$ cat src/rtl/ftl_arb_pkg.sv
// FTL shared-resource arbitrator: shared types and constants.
// Used by the requester-side client and its bench.
package ftl_arb_pkg;

  typedef enum logic [2:0] {
    ST_IDLE  = 3'd0,
    ST_REQ   = 3'd1,
    ST_XFER  = 3'd2,
    ST_REL   = 3'd3,
    ST_DRAIN = 3'd4
  } state_t;

  localparam int ARB_GUARD_CYC = 5;
  localparam int ARB_NCH       = 6;

endpackage

$ cat src/rtl/arbiter_client.sv
// Requester-side agent for one arbitrator channel:
// request, burst of address beats, release, drain.
module arbiter_client
  import ftl_arb_pkg::*;
#(
  parameter int ADDR_W = 32,
  parameter int LEN_W  = 8
) (
  input  logic              clk,
  input  logic              reset,
  input  logic              cmd_valid,
  output logic              cmd_ready,
  input  logic [ADDR_W-1:0] cmd_addr,
  input  logic [LEN_W-1:0]  cmd_len,
  output logic              request,
  input  logic              permit,
  // release pulse; "release" itself is a reserved word
  output logic              rel,
  output logic              bus_valid,
  output logic [ADDR_W-1:0] bus_addr,
  input  logic              bus_ready,
  output logic              done,
  output logic              err
);

  state_t            state, state_n;
  logic [ADDR_W-1:0] base_q, base_n;
  logic [LEN_W-1:0]  len_q, len_n;
  logic [LEN_W-1:0]  cnt_q, cnt_n;
  logic [ADDR_W-1:0] addr_n;
  logic              rdy_n, req_n, rel_n;
  logic              bv_n, done_n, err_n;

  always_ff @(posedge clk or negedge reset) begin
    if (!reset) begin
      state     <= ST_IDLE;
      base_q    <= '0;
      len_q     <= '0;
      cnt_q     <= '0;
      bus_addr  <= '0;
      cmd_ready <= 1'b1;
      request   <= 1'b0;
      rel       <= 1'b0;
      bus_valid <= 1'b0;
      done      <= 1'b0;
      err       <= 1'b0;
    end else begin
      state     <= state_n;
      base_q    <= base_n;
      len_q     <= len_n;
      cnt_q     <= cnt_n;
      bus_addr  <= addr_n;
      cmd_ready <= rdy_n;
      request   <= req_n;
      rel       <= rel_n;
      bus_valid <= bv_n;
      done      <= done_n;
      err       <= err_n;
    end
  end

  always_comb begin
    state_n = state;
    base_n  = base_q;
    len_n   = len_q;
    cnt_n   = cnt_q;
    addr_n  = bus_addr;
    req_n   = request;
    bv_n    = bus_valid;
    rel_n   = 1'b0;
    done_n  = 1'b0;
    err_n   = 1'b0;
    unique case (state)
      ST_IDLE: begin
        if (cmd_valid) begin
          if (cmd_len != '0) begin
            base_n  = cmd_addr;
            len_n   = cmd_len;
            cnt_n   = '0;
            req_n   = 1'b1;
            state_n = ST_REQ;
          end else begin
            done_n = 1'b1;
            err_n  = 1'b1;
          end
        end
      end
      ST_REQ: begin
        if (permit) begin
          req_n   = 1'b0;
          bv_n    = 1'b1;
          addr_n  = base_q;
          state_n = ST_XFER;
        end
      end
      // permit is not consulted here: a started beat always completes
      ST_XFER: begin
        if (bus_valid && bus_ready) begin
          cnt_n  = cnt_q + LEN_W'(1);
          addr_n = bus_addr + ADDR_W'(1);
          if (cnt_q == len_q - LEN_W'(1)) begin
            bv_n    = 1'b0;
            rel_n   = 1'b1;
            cnt_n   = '0;
            state_n = ST_REL;
          end
        end
      end
      ST_REL: begin
        state_n = ST_DRAIN;
      end
      ST_DRAIN: begin
        if (!permit) begin
          done_n  = 1'b1;
          state_n = ST_IDLE;
        end
      end
      default: begin
        req_n   = 1'b0;
        bv_n    = 1'b0;
        state_n = ST_IDLE;
      end
    endcase
    rdy_n = (state_n == ST_IDLE);
  end

endmodule

$ cat config.mk
export PLATFORM = sky130hd
export DESIGN_NAME = arbiter_client
export DESIGN_NICKNAME = d
export VERILOG_FILES = /design/src/rtl/ftl_arb_pkg.sv /design/src/rtl/arbiter_client.sv
export SDC_FILE = /design/constraint.sdc
export NUM_CORES = 1
export LEC_CHECK = 0
export CAP_MARGIN = 20
export CORE_MARGIN = 5
export CORE_UTILIZATION = 55
export CTS_BUF_LIST = sky130_fd_sc_hd__clkbuf_4 sky130_fd_sc_hd__clkbuf_8
export DETAILED_ROUTE_END_ITERATION = 16
export GPL_ROUTABILITY_DRIVEN = 0
export GPL_TIMING_DRIVEN = 1
export PLACE_DENSITY = 0.83
export SLEW_MARGIN = 15
export SYNTH_ARGS = -nofsm -noshare
export SYNTH_HDL_FRONTEND = slang
export SYNTH_SLANG_ARGS = --single-unit
$ cat constraint.sdc
create_clock -name clk -period 2.7 [get_ports clk]
set_input_delay 0.405 -clock clk [delete_from_list [all_inputs] [get_ports clk]]
set_output_delay 0.405 -clock clk [all_outputs]
set_load 0.005 [all_outputs]
==> impl_metrics.tcl <==
set metrics [dict create \
    netlist.top_cell.by_area "dfrtp_1" \
    maxCapViolations 0 \
    slew_viol_final 0 \
    grt_pass1_wl_mm 19.7 \
    routed_wl_mm 11.8 \
    path_cells "inv_1 > ha_1 > nor2b_1 > or3_1 > a31o_2 > a211oi_2 > buf_4 > o21ai_0" \
    arrival_ns 2.47 \
    ys_warn_count 0 \
    utilization_pct 70.9 \
    h-tree-depth 3 \
    antenna_found_initial 0 \
    place_inst 651 \
    syn_area_sq_um 4700 \
    drt_iter0_markers 294 \
    async_reset_ff_share_pct 100 \
    cts_tree "built" \
    synth_edf_count 0 \
    required_ns 2.93 \
    worst_clock_skew_ns 0.0105 \
    route.vias.total 4180 \
    critPathCaptureType "flop" \
    grt_pass1_vias 4025 \
    hold_viol_final 0 \
    num_antenna_cells 0 \
    slew_headroom_pct 61.3 \
    yosysSeqAreaShare_pct 47.4 \
    avgSynthCellArea_sq_um 9.78 \
    ant_nets 0 \
    cts_root_buffer "clkbuf_8" \
    insertion_delay_ns 0.35 \
    rsz0062_at_grt "false" \
    hpwl_mm 8.36 \
    ys_ff_latch 89 \
    syn_nets 529 \
    regToRegStartpoint "len_q[0]$_DFFE_PN0P_" \
    final_cell_mix "88 x dfrtp_1, 81 x clkdlybuf4s50_1, 48 x nand2_1" \
    wl_per_cell_microns 17.8 \
    viasPerCell 6.29 \
    initial_utilization_pct 57.0 \
    die_width_microns 102 \
    ctsResizeCount 0 \
    cts_buffers 9 \
    fp.dieArea_sq_um 10500 \
    grt_remaining_overflow 0 \
    finalSetupViolCount 0 \
    path_class "flop to flop" \
    critical_path.top_delay_family "compound AO/OA/AOI/OAI gates" \
    port_buffers 82 \
    coreArea_sq_um 8260 \
    stdcell_count 665 \
    grt_util_all_layers_pct 23.6 \
    period_minus_slack_ns 2.25 \
    dpl_cell_area_sq_um 5650 \
    synth_top_area_share_pct 46.8 \
    max_freq_ghz 0.445 \
    power_mw 6.50 \
    timing.setup.tns_ns 0 \
    slowest_delay_ns 0.47 \
    nNetsFinal 605 \
    leakage_nw 2.39 \
    power_per_cell_area_nw_per_um2 1110 \
    drive_gt1_share_pct 13.2 \
    worstHoldPathType "input port to async pin" \
    crit_buf_inv 2 \
    boundaryPins 83 \
    synthCells 481 \
    rows 33 \
    crit_start "len_q[0]$_DFFE_PN0P_" \
    drc 0 \
    worst_ir_drop_vdd_mv 0.530 \
    period_share_pct 83.3 \
    status "finished, final reports clean" \
    cts_sinks 89 \
    clk_path_buf_depth 2 \
    dr.pass1.iters 5 \
    synth.distinct_cells 61 \
    die_y_microns 102 \
    clk_pin_slew_ns 0.08 \
    post_cts_buffers 0 \
    synth_ff_type "dfrtp_1" \
    tightest_slew_ns 0.580 \
    ys_top_cells_by_area "dfrtp_1 47%, mux2_2 7.7%, nand2_1 3.8%, a21oi_1 3.5%, nor2_1 3.1%" \
    final_common_cell "dfrtp_1" \
    crit_fanout 12 \
    postCtsHoldBufs 0 \
    fillers 629 \
    final_cell_area_sq_um 5850 \
    area_growth_pct 24.4 \
    startpoint_type "flop" \
    grt_max_degree 40 \
    slowest_stage "dfrtp_1" \
]
-- power by group --
group	leakage [nW]	switching, mW	internal [mW]
registers	1.06	0.701	1.94
logic	1.22	1.32	1.56
clock network	0.105	0.450	0.519
total	2.39	2.48	4.02
-- area by class of cell --
| class | instances | area, sq um | area share (%) |
|---|---|---|---|
| Clock inverter | 4 | 70.1 | 1.20 |
| Inverter | 4 | 15.0 | 0.257 |
| Clock buffer | 10 | 131 | 2.24 |
| Tap cell | 105 | 131 | 2.24 |
| Multi-Input combinational cell | 355 | 2330 | 39.7 |
| Sequential cell | 89 | 2230 | 38.1 |
| Timing Repair Buffer | 98 | 951 | 16.2 |
-- cell usage after synthesis, types with 9 or more instances --
master and number:
nand2_1 48, buf_2 11, o21ai_0 25, nand4_1 13, dfrtp_1 88, o22a_1 9
xor2_1 9, a2bb2oi_1 9, mux2_2 32, nor2_1 39, nand3_1 21, and3_1 10
clkbuf_1 18, a21oi_1 33
-- layer usage --
metal	global-route usage, %	vias up	part of all wire [%]	wire length [microns]
li1	-	1950	-	-
met1	31.6	2055	42	4950
met2	38.8	163	51	5990
met3	4.10	12	6.3	741
met4	8.48	0	1.1	131
met5	0	-	0	0
-- registers in the layout (all words and copies together) (netlist names) --
signal	count
bus_valid	1
request	1
cnt_q	8
len_q	8
rel	1
bus_addr	32
done	1
cmd_ready	1
base_q	32
state	3
err	1
-- path summary, 6_finish.rpt --
| kind | to | slack, ns | cells after the start |
|---|---|---|---|
| max | cnt_q[0]$_DFFE_PN0P_ | 0.45 | 8 |
| max in group asynchronous | cmd_ready$_DFF_PN1_ | 1.91 | 2 |
| min | cnt_q[3]$_DFFE_PN0P_ | 0.01 | 1 |
| min reg2reg | base_q[11]$_DFFE_PN0P_ | 0.50 | 1 |
| max reg2reg | cnt_q[0]$_DFFE_PN0P_ | 0.45 | 8 |
| min in group clk | base_q[11]$_DFFE_PN0P_ | 0.50 | 1 |
-- per-stage QoR --
stage / hold WS [ns] / setup slack (ns)
5_1_grt: 0.0431 / 0.275
6_report: 0.0142 / 0.451
4_1_cts: 0.0346 / 0.459
2_1_floorplan: 0.109 / 0.582
3_3_place_gp: 0.413 / 0.346
3_5_place_dp: 0.415 / 0.287
-- cell families (layout without fill, tap and decap cells) --
logic type                 Yosys count  count (layout)  share of synthesized area (%)
adders and majority gates            3               3                          0.798
buffers and inverters               37             116                           3.59
DFF                                 89              89                           47.4
AOI/OAI and AO/OA                  133             133                           19.4
and+or+nand+nor                    174             174                           18.8
muxes                               33              33                           7.87
xor gates and xnor gates            12              12                           2.23
No activity file was read; power rests on OpenSTA's default activity.
